===== config.mk =====
export PLATFORM = sky130hd
export DESIGN_NAME = clmul_xor2_seq
export DESIGN_NICKNAME = d
export VERILOG_FILES = /design/src/rtl/clmul_xor2_seq.sv
export SDC_FILE = /design/constraint.sdc
export NUM_CORES = 1
export LEC_CHECK = 0
export ABC_AREA = 1
export CAP_MARGIN = 20
export CORE_ASPECT_RATIO = 0.9
export CORE_UTILIZATION = 35
export CTS_CLUSTER_SIZE = 8
export DETAILED_ROUTE_END_ITERATION = 12
export HOLD_SLACK_MARGIN = 0.1
export SYNTH_ARGS = -nofsm -noshare
export SYNTH_HDL_FRONTEND = slang
export SYNTH_SLANG_ARGS = --single-unit

===== constraint.sdc =====
create_clock -name clk -period 1.74 [get_ports clk]
set_input_delay 0.174 -clock clk [delete_from_list [all_inputs] [get_ports clk]]
set_output_delay 0.174 -clock clk [all_outputs]
set_load 0.02 [all_outputs]

===== src/rtl/clmul_xor2_seq.sv =====
// Sequential dual carry-less multiplier: y = clmul(a0,b0) ^ clmul(a1,b1), DIGIT multiplier bits per cycle,
// with valid/ready handshakes, per-pair enables, optional XOR-accumulate and a selectable output window.
module clmul_xor2_seq #(
    parameter int W       = 8,
    parameter int DIGIT   = 1,
    parameter int OUT_LSB = 0,
    parameter int OUT_W   = 2*W-1
) (
    input  logic               clk,
    input  logic               rst,
    input  logic               in_valid,
    output logic               in_ready,
    input  logic [W-1:0]       a0,
    input  logic [W-1:0]       b0,
    input  logic [W-1:0]       a1,
    input  logic [W-1:0]       b1,
    input  logic [1:0]         pair_en,
    input  logic               acc_en,
    output logic               out_valid,
    input  logic               out_ready,
    output logic [OUT_W-1:0]   y
);

    localparam int PW   = 2*W-1;
    localparam int NDIG = W / DIGIT;
    localparam int CW   = (NDIG > 1) ? $clog2(NDIG) : 1;

    generate
        if (DIGIT < 1 || (W % DIGIT) != 0) begin : g_badDigit
            $error("clmul_xor2_seq: DIGIT must be >= 1 and divide W");
        end
        if (OUT_LSB < 0 || OUT_W < 1 || (OUT_LSB + OUT_W) > PW) begin : g_badWindow
            $error("clmul_xor2_seq: output window exceeds the 2*W-1 bit product");
        end
    endgenerate

    typedef enum logic [1:0] {
        IDLE,
        RUN,
        DONE
    } state_t;

    state_t          r_state;
    state_t          w_stateNext;
    logic [W-1:0]    r_a0;
    logic [W-1:0]    r_a1;
    logic [W-1:0]    r_b0;
    logic [W-1:0]    r_b1;
    logic [1:0]      r_pairEn;
    logic [PW-1:0]   r_prod;
    logic [PW-1:0]   r_acc;
    logic [CW-1:0]   r_cnt;
    logic [PW-1:0]   w_prodNext;
    logic            w_lastDigit;

    assign w_lastDigit = (r_cnt == CW'(NDIG - 1));

    always_ff @(posedge clk) begin
        if (rst) begin
            r_state <= IDLE;
        end else begin
            r_state <= w_stateNext;
        end
    end

    always_comb begin
        w_stateNext = r_state;
        in_ready    = 1'b0;
        out_valid   = 1'b0;
        case (r_state)
            IDLE: begin
                in_ready = 1'b1;
                if (in_valid) begin
                    w_stateNext = RUN;
                end
            end
            RUN: begin
                if (w_lastDigit) begin
                    w_stateNext = DONE;
                end
            end
            DONE: begin
                out_valid = 1'b1;
                if (out_ready) begin
                    w_stateNext = IDLE;
                end
            end
            default: begin
                w_stateNext = IDLE;
            end
        endcase
    end

    // One digit of both products; the low DIGIT bits of the shifted B registers select this cycle's terms.
    always_comb begin
        w_prodNext = r_prod;
        for (int k = 0; k < DIGIT; k++) begin
            if (r_b0[k] && r_pairEn[0]) begin
                w_prodNext = w_prodNext ^ (PW'(r_a0) << (int'(r_cnt) * DIGIT + k));
            end
            if (r_b1[k] && r_pairEn[1]) begin
                w_prodNext = w_prodNext ^ (PW'(r_a1) << (int'(r_cnt) * DIGIT + k));
            end
        end
    end

    always_ff @(posedge clk) begin
        if (rst) begin
            r_a0     <= '0;
            r_a1     <= '0;
            r_b0     <= '0;
            r_b1     <= '0;
            r_pairEn <= '0;
            r_prod   <= '0;
            r_acc    <= '0;
            r_cnt    <= '0;
        end else begin
            case (r_state)
                IDLE: begin
                    if (in_valid) begin
                        r_a0     <= a0;
                        r_a1     <= a1;
                        r_b0     <= b0;
                        r_b1     <= b1;
                        r_pairEn <= pair_en;
                        r_prod   <= acc_en ? r_acc : '0;
                        r_cnt    <= '0;
                    end
                end
                RUN: begin
                    r_prod <= w_prodNext;
                    r_b0   <= r_b0 >> DIGIT;
                    r_b1   <= r_b1 >> DIGIT;
                    if (w_lastDigit) begin
                        r_acc <= w_prodNext;
                    end else begin
                        r_cnt <= r_cnt + 1'b1;
                    end
                end
                default: begin
                end
            endcase
        end
    end

    // The accumulator only changes on the last RUN edge, so y holds steady through DONE and IDLE.
    assign y = r_acc[OUT_LSB +: OUT_W];

endmodule


==> flow_summary_export.csv, run 1 <==
group,metric,value,unit
worst_setup_path,path_class,"reg2out",
timing,tightestPinTransition,0.420,ns
worst_setup_path,rrSetupSlack,0.15,ns
timing,drv_slew,0,
timing,hold_viol,0,
cts,root_buffer,"clkbuf_16",
detailed_routing,drc_errors,0,
run_status,status,"finished, final reports clean",
worst_setup_path,cp.required,1.57,ns
cts,cts_sinks,69,
die,die-width,113,um
die,core_area,10800,um^2
yosys,synth.avg_cell_area,6.44,um^2
timing,skew,0.00650,ns
worst_setup_path,crit_slowest_cell,"clkdlybuf4s50_1",
yosys,synth_fp_nets,645,
cts,numCtsBuffers,9,
yosys,synth_area_leaders,"dfxtp_1, nand2_1, nand3_1",
placement,dp.cells,782,
die,initial_core_util,36.0,%
cts,clk_latency,0.34,ns
detailed_routing,drt_first_pass_iters,5,
detailed_routing,wl_per_cell,14.4,um
detailed_routing,wl,11500,um
die,ios,56,
worst_setup_path,critPathMaxFanout,3,
worst_hold_path,hold_path.class,"in2reg",
yosys,ys_ff_latch,69,
timing,timing.hold.ws,0.406,ns
yosys,ys_types,30,
timing,min_period,1.66,ns
worst_setup_path,start_kind,"register",
worst_setup_path,worstPathCellList,"nor2_1 -> clkdlybuf4s50_1",
die,die_h,102,um
detailed_routing,antenna_left,0,
detailed_routing,first_iter_violations,282,
timing,setup_tns,0,ns
global_route,grt_usage,21.8,%
timing,fmax,602,MHz
global_route,grt_pass1_wl,19400,um
detailed_routing,via_per_inst,5.21,
finish,syn_to_final_growth,27.0,%
timing,max_slew_margin,72.0,%
die,dieArea,11500,um^2
die,fp-row-count,36,
timing,rsz0062_at_grt,"true",
worst_setup_path,critPathMaxStageDelay,0.63,ns
yosys,synth_largest_area_cell,"dfxtp_1",
finish,antennaDiodeCount,0,
power,irDropWorstVdd,459,uV
yosys,yosysTopAreaCellShare,35.5,%
placement,gp_congestion,0.933,
yosys,synthCells,604,
worst_setup_path,crit_family,"buffers and inverters",
power,power_density,892,nW/um^2
cts,tritoncts,"yes",
finish,nNetsFinal,702,
power,p_total,4.41,mW
global_route,grt_max_degree,31,
finish,fin_cells,798,
detailed_routing,vias,4158,
worst_setup_path,cp_data_arrival_time,1.49,ns
global_route,grt_pass1_vias,3997,
placement,place_hpwl,8360,um
yosys,seq_area_frac_synth,35.5,%
global_route,antenna_found_initial,0,
flow_run,drv_cap,0,
cts,clk_pin_slew,0.06,ns
yosys,yosys_warnings,0,
timing,setup_viol,0,
cts,cts_buffer_depth,2,
worst_setup_path,critPathCaptureType,"output pin",
yosys,synthesis.area,3890,um^2
power,leakagePower,2.08,nW
cts,htreeDepth,3,
timing,finalCritPeriodShare,95.5,%
worst_setup_path,cp.buffers_inverters,1,
global_route,grt_overflow,0,
finish,drive_above_1_share,8.72,%
placement,port_buffers,55,
==> report_power, final <==
| group | switching, mW | total [mW] | internal [mW] |
|---|---|---|---|
| registers | 0.0881 | 1.78 | 1.69 |
| clock network | 0.695 | 1.83 | 1.14 |
| logic | 0.477 | 0.794 | 0.317 |
| total | 1.26 | 4.41 | 3.15 |
==> final timing paths <==
| kind | start | cells past startpoint | to |
|---|---|---|---|
| worst max register to register | r_cnt[0] | 8 | y[3] |
| worst min register to register | r_b0[7] | 2 | r_b0[7] |
| worst max-delay path | r_state[1] | 2 | in_ready |
| worst min-delay path | b1[2] | 3 | r_b1[2] |
==> synth_stat cells, drive strengths merged <==
cell type / count
a211oi: 2
a21oi: 26
a22oi: 2
a31oi: 14
buf: 21
clkbuf: 14
dfxtp: 69
ha: 2
inv: 38
nand2: 184
nand3: 82
nand3b: 9
nand4: 8
nor2: 54
o211ai: 8
o21ai: 61
o21bai: 5
or2: 2
xnor2: 1
xor2: 2
==> worst register-to-register path: stages (launching register included) <==
cell and delay [ns]:
dfxtp_4 0.37, ha_1 0.22, ha_1 0.18, inv_1 0.13
nor2_4 0.07, buf_12 0.16, o21ai_0 0.16, o21bai_1 0.13
inv_1 0.05
==> routing by layer <==
layer | wire length [um] | GRT usage (%) | vias up
li1 | - | - | 2132
met1 | 5290 | 27.8 | 1889
met2 | 5240 | 35.7 | 121
met3 | 731 | 5.99 | 16
met4 | 232 | 7.49 | 0
met5 | 0 | 0 | -
==> sequential cells by signal, indices dropped and copies added, names as in the netlist, 3 cells and up <==
name and flops:
r_a0 8, r_prod 15, r_b1 8, r_a1 8
y 15, r_b0 8, r_cnt 3
==> cell type report <==
class	count	area (um^2)
repair buffers	81	768
multi-input cells	462	2180
inverters	38	150
fillers	1113	5870
clock inverters	4	48.8
well taps	133	166
clock buffers	11	243
flip-flops and latches	69	1390
==> what timing repair did <==
item | CTS | global route
hold buffers | 0 | 0
buffers inserted | 0 | 1
pin swaps | 0 | 2
gates resized for setup | 2 | 9
endpoints found under the setup margin | 2 | 21
endpoints found under the hold margin | 0 | 0
==> stage by stage <==
stage | util [%] | setup WS, ns | cell area [um^2]
5_1_grt | 45.7 | -0.0259 | 4940
2_1_floorplan | - | 0.257 | 3890
6_report | 45.7 | 0.0782 | 4940
3_5_place_dp | 42.8 | -0.0416 | 4630
3_3_place_gp | 42.8 | 0.0257 | 4630
4_1_cts | 45.5 | 0.0587 | 4920
==> cells in the final DEF (no fill, tap or decap), types with 2 or more instances in the layout <==
cell and count:
nor2_4 2, buf_4 22, clkbuf_16 9, buf_6 3
nand3_1 82, nor2_1 52, nand3b_1 9, a31oi_1 14
clkinv_2 2, o211ai_1 8, o21ai_0 56, nand4_1 8
nand2_2 2, o21bai_1 5, xor2_1 2, inv_1 32
a22oi_1 2, ha_1 2, or2_1 2, a21oi_1 21
clkdlybuf4s50_1 54, dfxtp_1 67, a21oi_2 5, inv_2 4
nand2_1 181, a211oi_1 2, o21ai_1 5
==> cell families after synthesis <==
group / Yosys count / share of synthesized area, %
xor gates and xnor gates: 3 / 0.675
buffers and inverters: 73 / 8.45
and+or+nand+nor: 339 / 37.5
adders and majority gates: 2 / 0.643
AOI/OAI and AO/OA: 118 / 17.2
DFF: 69 / 35.5
(Power assumes the default switching activity.)
==> run 2: changes to the inputs <==
--- a/config.mk
+++ b/config.mk
@@ -6,7 +6,7 @@
 export NUM_CORES = 1
 export LEC_CHECK = 0
 export ABC_AREA = 1
-export CAP_MARGIN = 20
+export CAP_MARGIN = 25
 export CORE_ASPECT_RATIO = 0.9
 export CORE_UTILIZATION = 35
 export CTS_CLUSTER_SIZE = 8
==> results of run 2 <==
No change in the layout: final DEF, timing and power equal those of run 1.
